--- src/rtl/pwm_multi_channel_if.sv ---
// pwm_multi_channel_if
//   Groups the PWM control inputs and status outputs of pwm_multi_channel.
//   master: drives enable/period_in/duty_in/mode_in/load, observes outputs.
//   slave : the PWM block itself.
//   duty_in packs channel i at bits [i*WIDTH +: WIDTH].
interface pwm_multi_channel_if #(
  parameter int WIDTH    = 16,
  parameter int CHANNELS = 4
);
  logic                      enable;
  logic [WIDTH-1:0]          period_in;
  logic [CHANNELS*WIDTH-1:0] duty_in;
  logic                      mode_in;
  logic                      load;
  logic [CHANNELS-1:0]       pwm_out;
  logic                      period_end;
  logic                      load_pending;
  logic                      load_ack;

  modport master (
    output enable, period_in, duty_in, mode_in, load,
    input  pwm_out, period_end, load_pending, load_ack
  );

  modport slave (
    input  enable, period_in, duty_in, mode_in, load,
    output pwm_out, period_end, load_pending, load_ack
  );
endinterface

--- src/rtl/pwm_multi_channel.sv ---
// pwm_multi_channel
//   One shared period counter feeding CHANNELS duty comparators. Supports
//   edge-aligned (0..per-1) and centre-aligned (up 0..per-1, down per-1..0)
//   counting. period/duty/mode are double-buffered: load captures into a
//   shadow set, which moves to the active set only at a period boundary or
//   while the counter is idle, so outputs never glitch mid-period.
// Ports:
//   clk   - rising-edge clock
//   reset - asynchronous, active-low
//   bus   - slave modport: enable, period_in, duty_in, mode_in, load in;
//           pwm_out, period_end, load_pending, load_ack out
module pwm_multi_channel #(
  parameter int WIDTH    = 16,
  parameter int CHANNELS = 4
) (
  input  logic                 clk,
  input  logic                 reset,
  pwm_multi_channel_if.slave   bus
);

  logic [WIDTH-1:0]          cnt_q, cnt_d;
  logic                      dir_q, dir_d;          // 1 = counting down
  logic [WIDTH-1:0]          per_sh_q, per_sh_d;
  logic [CHANNELS*WIDTH-1:0] duty_sh_q, duty_sh_d;
  logic                      mode_sh_q, mode_sh_d;
  logic [WIDTH-1:0]          per_act_q, per_act_d;
  logic [CHANNELS*WIDTH-1:0] duty_act_q, duty_act_d;
  logic                      mode_act_q, mode_act_d;
  logic                      pending_q, pending_d;
  logic [CHANNELS-1:0]       pwm_q, pwm_d;
  logic                      period_end_q, period_end_d;
  logic                      load_ack_q, load_ack_d;

  logic [WIDTH-1:0]          per_last;
  logic                      per_zero;
  logic                      boundary;
  logic                      period_start;
  logic                      xfer;

  assign per_last = per_act_q - WIDTH'(1);
  assign per_zero = (per_act_q == '0);

  // Last cycle of the current period. per==0 makes every cycle a boundary.
  assign boundary = per_zero ||
                    (mode_act_q ? (dir_q && (cnt_q == '0)) : (cnt_q == per_last));

  // An idle counter behaves like a permanent boundary: the next enabled
  // cycle starts a fresh period from cnt=0, and shadow may move to active.
  assign period_start = !bus.enable || boundary;

  // A load arriving on a start cycle bypasses the shadow and applies at once.
  assign xfer = (pending_q || bus.load) && period_start;

  always_comb begin
    cnt_d        = cnt_q;
    dir_d        = dir_q;
    per_sh_d     = per_sh_q;
    duty_sh_d    = duty_sh_q;
    mode_sh_d    = mode_sh_q;
    per_act_d    = per_act_q;
    duty_act_d   = duty_act_q;
    mode_act_d   = mode_act_q;
    pending_d    = pending_q;
    pwm_d        = '0;
    period_end_d = 1'b0;
    load_ack_d   = xfer;

    if (bus.load) begin
      per_sh_d  = bus.period_in;
      duty_sh_d = bus.duty_in;
      mode_sh_d = bus.mode_in;
      pending_d = 1'b1;
    end

    if (xfer) begin
      per_act_d  = bus.load ? bus.period_in : per_sh_q;
      duty_act_d = bus.load ? bus.duty_in   : duty_sh_q;
      mode_act_d = bus.load ? bus.mode_in   : mode_sh_q;
      pending_d  = 1'b0;
    end

    // Flags the first cycle of the period that begins after this edge; it
    // is gated by enable at the output so an idle counter reports nothing
    // yet the first enabled cycle reports a period start.
    period_end_d = period_start && (per_act_d != '0);

    if (period_start) begin
      cnt_d = '0;
      dir_d = 1'b0;
    end else if (!mode_act_q) begin
      cnt_d = cnt_q + WIDTH'(1);
    end else if (!dir_q) begin
      // Centre turnaround: hold the top value for one more cycle.
      if (cnt_q == per_last) dir_d = 1'b1;
      else                   cnt_d = cnt_q + WIDTH'(1);
    end else begin
      cnt_d = cnt_q - WIDTH'(1);
    end

    for (int i = 0; i < CHANNELS; i++) begin
      pwm_d[i] = bus.enable && !per_zero &&
                 (cnt_q < duty_act_q[i*WIDTH +: WIDTH]);
    end
  end

  always_ff @(posedge clk or negedge reset) begin
    if (!reset) begin
      cnt_q        <= '0;
      dir_q        <= 1'b0;
      per_sh_q     <= '0;
      duty_sh_q    <= '0;
      mode_sh_q    <= 1'b0;
      per_act_q    <= '0;
      duty_act_q   <= '0;
      mode_act_q   <= 1'b0;
      pending_q    <= 1'b0;
      pwm_q        <= '0;
      period_end_q <= 1'b0;
      load_ack_q   <= 1'b0;
    end else begin
      cnt_q        <= cnt_d;
      dir_q        <= dir_d;
      per_sh_q     <= per_sh_d;
      duty_sh_q    <= duty_sh_d;
      mode_sh_q    <= mode_sh_d;
      per_act_q    <= per_act_d;
      duty_act_q   <= duty_act_d;
      mode_act_q   <= mode_act_d;
      pending_q    <= pending_d;
      pwm_q        <= pwm_d;
      period_end_q <= period_end_d;
      load_ack_q   <= load_ack_d;
    end
  end

  assign bus.pwm_out      = pwm_q;
  assign bus.period_end   = period_end_q && bus.enable;
  assign bus.load_pending = pending_q;
  assign bus.load_ack     = load_ack_q;

endmodule

--- src/flat_wrapper.sv ---
// flat-port wrapper written by rule: the top's interface ports become plain ports
module pwm_multi_channel_flat 
#(
  parameter int WIDTH    = 16,
  parameter int CHANNELS = 4
)
  (clk, reset, bus_enable, bus_period_in, bus_duty_in, bus_mode_in, bus_load, bus_pwm_out, bus_period_end, bus_load_pending, bus_load_ack);
  pwm_multi_channel_if #(.WIDTH(WIDTH), .CHANNELS(CHANNELS)) bus_i ();
  input  logic clk;
  input  logic reset;
  input wire logic [$bits(bus_i.enable)-1:0] bus_enable;
  input wire logic [$bits(bus_i.period_in)-1:0] bus_period_in;
  input wire logic [$bits(bus_i.duty_in)-1:0] bus_duty_in;
  input wire logic [$bits(bus_i.mode_in)-1:0] bus_mode_in;
  input wire logic [$bits(bus_i.load)-1:0] bus_load;
  output wire logic [$bits(bus_i.pwm_out)-1:0] bus_pwm_out;
  output wire logic [$bits(bus_i.period_end)-1:0] bus_period_end;
  output wire logic [$bits(bus_i.load_pending)-1:0] bus_load_pending;
  output wire logic [$bits(bus_i.load_ack)-1:0] bus_load_ack;
  assign bus_i.enable = bus_enable;
  assign bus_i.period_in = bus_period_in;
  assign bus_i.duty_in = bus_duty_in;
  assign bus_i.mode_in = bus_mode_in;
  assign bus_i.load = bus_load;
  assign bus_pwm_out = bus_i.pwm_out;
  assign bus_period_end = bus_i.period_end;
  assign bus_load_pending = bus_i.load_pending;
  assign bus_load_ack = bus_i.load_ack;
  pwm_multi_channel #(.WIDTH(WIDTH), .CHANNELS(CHANNELS)) u_core (.clk(clk), .reset(reset), .bus(bus_i));
endmodule
--- config.mk ---
export PLATFORM = sky130hd
export DESIGN_NAME = pwm_multi_channel_flat
export DESIGN_NICKNAME = d
export VERILOG_FILES = /design/src/rtl/pwm_multi_channel_if.sv /design/src/rtl/pwm_multi_channel.sv /design/src/flat_wrapper.sv
export SDC_FILE = /design/constraint.sdc
export NUM_CORES = 1
export LEC_CHECK = 0
export ABC_AREA = 1
export BUFFER_PORTS_ARGS = -buffer_cell sky130_fd_sc_hd__buf_2
export CAP_MARGIN = 20
export CORE_UTILIZATION = 25
export DETAILED_ROUTE_END_ITERATION = 6
export PLACE_DENSITY = 0.44
export SLEW_MARGIN = 30
export SYNTH_ARGS = -nofsm -noshare
export SYNTH_HDL_FRONTEND = slang
export SYNTH_SLANG_ARGS = --single-unit
export TNS_END_PERCENT = 50
--- constraint.sdc ---
create_clock -name clk -period 7.36 [get_ports clk]
set_input_delay 1.472 -clock clk [delete_from_list [all_inputs] [get_ports clk]]
set_output_delay 1.472 -clock clk [all_outputs]
set_load 0.005 [all_outputs]
---- After elaboration in Yosys (flattened, before gate mapping) ----
Cells that the tools add are included.
storage, ports and cells
  register bits after elaboration ......... 186
  bits of input ports ..................... 85
  output and inout port bits .............. 7
  logic and storage cells ................. 55
operators by class
  add/subtract/negate cells ............... 3
  order comparisons ....................... 4
  equality and inequality tests ........... 2
  multiplexer cells ....................... 15
  reductions and logical operators ........ 19
operators by type and width
  cell                   count
  $mux 16                6
  $lt 16x16->1           4
  $mux 64                1
  $logic_not 16->1       2
  $sub 16x1->16 const B  2
  $add 16x1->16 const B  1
  $eq 16x16->1           1
  $reduce_bool 16->1     1
  $logic_and 1x1->1      9
  $mux 1                 8
  $ne 4x3->1 const B     1
  $reduce_bool 2->1      2
  $logic_or 1x1->1       3
  $logic_not 1->1        2

---- Logic depth before layout (Yosys ltp) ----
Gate-level depths: netlist (run 1).
  depth after elaboration ................. 9
  mapped depth ............................ 23
  mapped depth without buffers ............ 22

---- Worst setup path before layout (run 1) ----
No wires, ideal clock.
  kind .................................... in2out
  start ................................... input bus_enable
  end ..................................... output bus_period_end
  arrival ................................. 1.553 ns
  data required time ...................... 5.888 ns
  setup slack ............................. 4.335 ns
  cell stages on the path ................. 2
  path buffers ............................ 0
  path through ............................ nand2_1 -> inv_1
between the ends
  word-level cells in the longest chain between the ends .. 1
ends and longest elaborated chain
  what               RTL line                  RTL
  start, declared    flat_wrapper.sv:11        input wire logic [$bits(bus_i.enable)-1:0] bus_enable;
  $logic_and 1x1->1  pwm_multi_channel.sv:137  assign bus.period_end = period_end_q && bus.enable;
  end, declared      flat_wrapper.sv:17        output wire logic [$bits(bus_i.period_end)-1:0] bus_period_end;
Every way passes these cells.

---- Final worst setup path (run 1) ----
  start ................................... register u_core.cnt_q[0]
  end ..................................... register u_core.duty_act_q[3]
between the ends
  word-level cells in the longest chain between the ends .. 6
  elaborated cells on any way between the ends .. 7
  those cells by class .................... eq/ne: 1; mux: 1; reduce/logical: 5
ends and longest elaborated chain
  what                    RTL line                  RTL
  start, declared         pwm_multi_channel.sv:21   logic [WIDTH-1:0] cnt_q, cnt_d;
  start signal, assigned  pwm_multi_channel.sv:121  cnt_q <= cnt_d;
  $logic_not 16->1        pwm_multi_channel.sv:45   (mode_act_q ? (dir_q && (cnt_q == '0)) : (cnt_q == per_last));
  $logic_and 1x1->1       pwm_multi_channel.sv:45
  $mux 1 (*)              pwm_multi_channel.sv:45
  $logic_or 1x1->1 (*)    pwm_multi_channel.sv:44   assign boundary = per_zero ||
  $logic_or 1x1->1 (*)    pwm_multi_channel.sv:49   assign period_start = !bus.enable || boundary;
  $logic_and 1x1->1 (*)   pwm_multi_channel.sv:52   assign xfer = (pending_q || bus.load) && period_start;
  end signal, assigned    pwm_multi_channel.sv:127  duty_act_q <= duty_act_d;
  end, declared           pwm_multi_channel.sv:27   logic [CHANNELS*WIDTH-1:0] duty_act_q, duty_act_d;
Mark *: on every way between the ends. The rest lies on a longest branch, timed or not.
A chain may end at the register's enable or synchronous reset.

==> impl_metrics.yaml, run 1 <==
die:
  dieArea_sq_um: 40300
  core_sq_um: 38800
  die_y_um: 201
  rows: 72
  num_io_pins: 92
  start_util: 0.254
  die_x_um: 201
cts:
  cts_sinks: 186
  clkLatencyLatePin_ns: 0.46
  clkTransAtPathRegs_ns: 0.08
  cts-hold-fix-buffers: 0
  cts_made_buffers: 17
  htreeDepth: 4
  cts_setup_buffers: 0
  cts-root-buf: "clkbuf_16"
  cts_resized: 0
  clockBufferDepth: 2
  tritoncts: "done"
grt:
  grt_overflow_total: 0
  antenna_found_initial: 0
  gr-usage-all-layers: 0.135
  grt_pass1_vias: 7877
  grt_pass1_wl_mm: 42.4
  grt_max_degree: 132
synthesis:
  synth_edf_count: 0
  synth_common_cells: "422 x nand2_1, 186 x dfrtp_1, 167 x inv_1"
  seq_area_frac_synth: 0.472
  ys_ff_latch: 186
  synthCells: 1247
  yosysTopAreaCellShare: 0.472
  ys_async_sr_fraction: 1.00
  yosys.area.top_type: "dfrtp_1"
  synth_cell_type_count: 39
  syn-num-nets: 1396
  synthTopCellsByArea: "dfrtp_1 47%, nand2_1 16%, ha_1 8.1%"
  dominantRegCellSynth: "dfrtp_1"
  syn_avg_cell_area_sq_um: 7.91
  syn_area_sq_um: 9870
  yosys_warnings: 0
  synth_most_common_cell: "nand2_1"
worst_setup_path:
  crit_arrival_ns: 3.77
  cp.required_ns: 7.73
  worstSetupPathType: "register to register"
  cp-start-kind: "register"
  critPathCaptureType: "register"
  cp_max_fo: 131
finish:
  synthToLayoutAreaGrowth_pct: 15.9
  drive_gt1_frac: 0.120
  postLayoutCellArea_sq_um: 11400
  nNetsFinal: 1470
  diodes: 0
sta:
  min_period_over_period: 0.463
  rsz0062_at_grt: "false"
  finalSetupViolCount: 0
  layout_min_cycle_time_ns: 3.40
  final-hold-violation-count: 0
  hold_ws_ns: 0.474
  layout_setup_ws_ns: 3.96
  skew_ns: 0.0128
  maxSlewViolCount: 0
  tightest_slew_ns: 0.894
  finalSetupTns_ns: 0
  maxSlewHeadroom: 0.404
  max_freq_mhz: 294
power_and_ir_drop:
  netSwitchingFraction: 0.300
  power_frac_seq: 0.458
  p_sw_uw: 773
  pwr_density_cell_nw_per_um2: 225
  leakagePower_nw: 5.84
  intPower_mw: 1.80
  ir_drop_uv: 168
  power_frac_clock: 0.379
  pwr-share-comb: 0.163
routing:
  initialDrtViolationCount: 508
  ant_nets: 0
  vias_per_cell: 4.22
  drt-total-wl_mm: 25.8
  route.detailed.drc: 0
  drtPass1Iterations: 6
  vias: 7813
  wl_per_cell_um: 13.9
placed_design:
  gp_congestion: 0.798
  port_buffers: 91
  placed_cell_area_sq_um: 10800
  dp_hpwl_mm: 18.2
  pre_cts_ws_ns: 3.67
min_path:
  hp-class: "register to register"
run:
  cap_violations: 0
run_status:
  status: "finished clean"
[cell type report]
| class | instances | area (sq um) |
|---|---|---|
| clock inverters | 14 | 178 |
| repair buffers | 96 | 520 |
| well taps | 518 | 648 |
| inverters | 170 | 639 |
| multi-input cells | 850 | 4360 |
| fillers | 4171 | 27400 |
| flip-flops and latches | 186 | 4650 |
| clock buffers | 18 | 439 |
[power by group through the flow]
stage	Combinational, mW	Clock (mW)	Sequential, mW
5_1_grt	0.497	1.05	1.19
2_1_floorplan	0.297	0	1.18
3_5_place_dp	0.427	0	1.20
6_report	0.419	0.976	1.18
4_1_cts	0.430	1.01	1.18
3_3_place_gp	0.421	0	1.20
[sequential cells by signal, summed over array words and instances, names as in the netlist, 4 cells and up]
register	count
u_core.bus.pwm_out	4
u_core.cnt_q	16
u_core.duty_act_q	64
u_core.duty_sh_q	64
u_core.per_act_q	16
u_core.per_sh_q	16
[metal layers]
metal	GRT usage	wire length, um	vias to the layer above
met2	0.207	11400	112
met4	0.0469	402	0
li1	-	-	4084
met1	0.191	13200	3594
met3	0.0234	801	23
met5	0	0	-
[final timing paths]
check,start,to,slack (ns),depth (start not counted)
worst max-delay path,u_core.cnt_q[0],u_core.duty_act_q[3],3.96,13
worst min-delay path,u_core.duty_sh_q[9],u_core.duty_sh_q[9],0.47,2
min in group asynchronous,reset,u_core.duty_sh_q[11],1.02,1
worst max register to register,u_core.cnt_q[0],u_core.duty_act_q[3],3.96,13
max in group asynchronous,reset,u_core.duty_sh_q[41],5.32,2
worst min register to register,u_core.duty_sh_q[9],u_core.duty_sh_q[9],0.47,2
[worst max-delay path, cell delays in order, from the launching register on]
cell and delay (ns):
dfrtp_1 0.45, inv_1 0.19, ha_1 0.20, nand3_1 0.11, nor3_2 0.19, nand2_1 0.12, nor4_1 0.37, a21oi_1 0.19
nand2_4 0.25, nand2_4 0.18, clkinv_2 0.09, buf_6 0.57, nand2_1 0.13, o21ai_0 0.11
[metrics by stage]
step                      instances  utilization  power, mW
after global routing           1852        0.295       2.74
after CTS                      1852        0.295       2.62
after global placement         1820        0.278       1.62
final                          1852        0.295       2.58
after floorplan                1247            -       1.48
after detailed placement       1820        0.279       1.63
[cells by family (layout without fill, tap and decap cells)]
group	Yosys count	in the layout	synth area share
buffers and inverters	211	298	0.0866
adder cells (fa/ha/maj)	64	64	0.0811
XOR/XNOR	18	18	0.0160
AND/OR/NAND/NOR	591	591	0.249
AO/OA/AOI/OAI	176	176	0.0943
multiplexers	1	1	0.00101
flip-flops	186	186	0.472
[cells in the final DEF (no fill, tap or decap), types with 3 or more instances in the layout]
| cell | instances |
|---|---|
| nor2_4 | 3 |
| xor2_1 | 11 |
| xnor2_1 | 7 |
| nand2_1 | 422 |
| o31ai_1 | 4 |
| a21oi_1 | 49 |
| nor2_1 | 54 |
| nand3_1 | 41 |
| o21ai_0 | 90 |
| nand4_1 | 12 |
| or2_2 | 16 |
| o21ai_1 | 17 |
| buf_2 | 90 |
| buf_4 | 3 |
| inv_8 | 3 |
| inv_2 | 3 |
| clkbuf_16 | 18 |
| o211ai_1 | 6 |
| inv_6 | 5 |
| nand3b_1 | 4 |
| dfrtp_1 | 186 |
| nor3_1 | 26 |
| inv_1 | 166 |
| nand2_2 | 3 |
| ha_1 | 64 |
(Power assumes the default switching activity.)
==> run 2: changes to the inputs <==
--- a/config.mk
+++ b/config.mk
@@ -5,7 +5,7 @@
 export SDC_FILE = /design/constraint.sdc
 export NUM_CORES = 1
 export LEC_CHECK = 0
-export ABC_AREA = 1
+export ABC_AREA = 0
 export BUFFER_PORTS_ARGS = -buffer_cell sky130_fd_sc_hd__buf_2
 export CAP_MARGIN = 20
 export CORE_UTILIZATION = 25
==> constraint.sdc (replaced) <==
create_clock -name clk -period 3.39 [get_ports clk]
set_input_delay 0.678 -clock clk [delete_from_list [all_inputs] [get_ports clk]]
set_output_delay 0.678 -clock clk [all_outputs]
set_load 0.005 [all_outputs]
==> impl_metrics.yaml, run 2 <==
synthesis:
  syn_area_sq_um: 9550
  ys_ff_latch: 186
  synth_edf_count: 0
  syn-num-nets: 956
  synth_most_common_cell: "dfrtp_1"
  ys_async_sr_fraction: 1.00
  dominantRegCellSynth: "dfrtp_1"
  yosys.area.top_type: "dfrtp_1"
  seq_area_frac_synth: 0.487
  synthCells: 807
  synth_cell_type_count: 55
  yosys_warnings: 0
  yosysTopAreaCellShare: 0.487
  synth_common_cells: "186 x dfrtp_1, 90 x mux2_2, 74 x inv_1"
  syn_avg_cell_area_sq_um: 11.8
  synthTopCellsByArea: "dfrtp_1 49%, mux2_2 11%, mux2_1 8.5%"
die:
  start_util: 0.254
  die_x_um: 197
  die_y_um: 197
  rows: 71
  core_sq_um: 37700
  dieArea_sq_um: 39000
  num_io_pins: 92
cts:
  htreeDepth: 4
  cts_sinks: 186
  tritoncts: "done"
  cts_made_buffers: 17
  cts-hold-fix-buffers: 0
  cts-root-buf: "clkbuf_16"
  clkLatencyLatePin_ns: 0.44
  clockBufferDepth: 2
  clkTransAtPathRegs_ns: 0.07
routing:
  drtPass1Iterations: 5
  route.detailed.drc: 0
  ant_nets: 0
  vias: 6405
  wl_per_cell_um: 16.3
  drt-total-wl_mm: 23.5
  initialDrtViolationCount: 273
  vias_per_cell: 4.45
worst_setup_path:
  rr_endpoint: "u_core.per_act_q[3]"
  cp_max_fo: 21
  critPathCaptureType: "register"
  crit_arrival_ns: 3.47
  cp.required_ns: 3.71
  worst_r2r_path_depth: 8
  cp-start-kind: "register"
  r2r_setup_slack_ns: 0.24
  worstReg2RegStart: "u_core.per_act_q[0]"
  worstSetupPathType: "register to register"
sta:
  maxSlewViolCount: 0
  rsz0062_at_grt: "false"
  min_period_over_period: 0.930
  layout_min_cycle_time_ns: 3.15
  max_freq_mhz: 317
  maxSlewHeadroom: 0.567
  finalSetupViolCount: 0
  finalSetupTns_ns: 0
  hold_ws_ns: 0.272
  final-hold-violation-count: 0
  tightest_slew_ns: 0.650
  skew_ns: 0.0142
min_path:
  hp-class: "input pin to async pin"
finish:
  drive_gt1_frac: 0.268
  nNetsFinal: 1065
  layout_commonest_cell: "dfrtp_1"
  top_regs: "u_core.duty_act_q: 64 flops, u_core.duty_sh_q: 64 flops"
  synthToLayoutAreaGrowth_pct: 19.1
  final_cell_mix: "186 x dfrtp_1, 90 x mux2_2, 89 x buf_2"
  diodes: 0
grt:
  gr-usage-all-layers: 0.128
  grt_overflow_total: 0
  grt_pass1_wl_mm: 38.1
  grt_max_degree: 75
  antenna_found_initial: 0
  grt_pass1_vias: 6537
power_and_ir_drop:
  netSwitchingFraction: 0.284
  leakagePower_nw: 5.39
  pwr_density_cell_nw_per_um2: 496
  intPower_mw: 4.04
  ir_drop_uv: 241
  pwr-share-comb: 0.170
  p_sw_mw: 1.60
  power_frac_seq: 0.477
  power_frac_clock: 0.352
run:
  cap_violations: 0
placed_design:
  port_buffers: 91
  gp_congestion: 0.828
  dp_hpwl_mm: 17.0
run_status:
  status: "finished clean"
run 2: cell types whose count changed in the layout (fill, tap and decap cells not counted), sizes merged, moves of 15 or more:
cell   delta
a21o     +21
a21oi    -15
buf      +25
nand2   -414
or2      -16
nor2     -34
o21ai    -88
nand3    -25
mux2    +162
inv      -96
run 2: layout make-up:
class	count	area, sq um
Fill cell	3956	26300
Sequential cell	186	4650
Multi-Input combinational cell	516	4480
Timing Repair Buffer	121	746
Tap cell	511	639
Clock buffer	19	443
Inverter	74	278
Clock inverter	13	133
run 2: what timing repair did:
item / CTS / global route
endpoints found under the setup margin: 0 / 20
resized for setup: 0 / 1
setup buffers: 0 / 0
run 2: metrics by stage:
step	util	setup slack [ns]	area [sq um]	power (mW)	instances
2_1_floorplan	-	0.444	9550	3.35	807
3_3_place_gp	0.287	0.288	10800	3.70	1408
3_5_place_dp	0.287	0.222	10800	3.72	1408
4_1_cts	0.302	0.185	11400	5.76	1440
5_1_grt	0.302	0.0552	11400	5.99	1440
6_report	0.302	0.237	11400	5.64	1440
run 2: power groups by stage:
stage	Clock, mW	Combinational [mW]	Sequential [mW]
6_report	1.99	0.961	2.69
5_1_grt	2.15	1.10	2.74
4_1_cts	2.08	0.988	2.70
3_5_place_dp	0	0.976	2.74
3_3_place_gp	0	0.969	2.73
2_1_floorplan	0	0.683	2.67
run 2: critical path: stages (launching register included):
cell	delay (ns)
dfrtp_1	0.45
or4_4	0.58
o41ai_1	0.32
a21oi_1	0.21
nor4_1	0.37
nand4_2	0.19
a21oi_4	0.28
buf_6	0.27
mux2_2	0.36
run 2: cells by family (layout without fill, tap and decap cells):
logic type      Yosys count  in the layout  synth area share
flops                   186            186             0.487
mux                     171            171             0.200
simple gates            153            153            0.0920
compound gates          112            112            0.0781
buf+inv                 105            227            0.0438
fa+ha+maj                64             64            0.0838
xor+xnor                 16             16            0.0147
run 2: worst max path at each step:
stage,from,endpoint,depth (start not counted)
2_1_floorplan,u_core.per_act_q[0],u_core.per_act_q[0],8
3_3_place_gp,u_core.per_act_q[0],u_core.per_act_q[1],8
3_5_place_dp,u_core.per_act_q[0],u_core.per_act_q[7],8
4_1_cts,u_core.per_act_q[0],u_core.per_act_q[1],8
5_1_grt,u_core.per_act_q[0],u_core.per_act_q[1],8
6_report,u_core.per_act_q[0],u_core.per_act_q[3],8
run 2: metal layers:
layer | GRT usage | wire, um | part of all wire | up-vias
met4 | 0.0411 | 361 | 0.015 | 0
met5 | 0 | 0 | 0 | -
li1 | - | - | - | 3105
met1 | 0.181 | 11500 | 0.49 | 3176
met3 | 0.0203 | 880 | 0.038 | 19
met2 | 0.198 | 10700 | 0.46 | 105
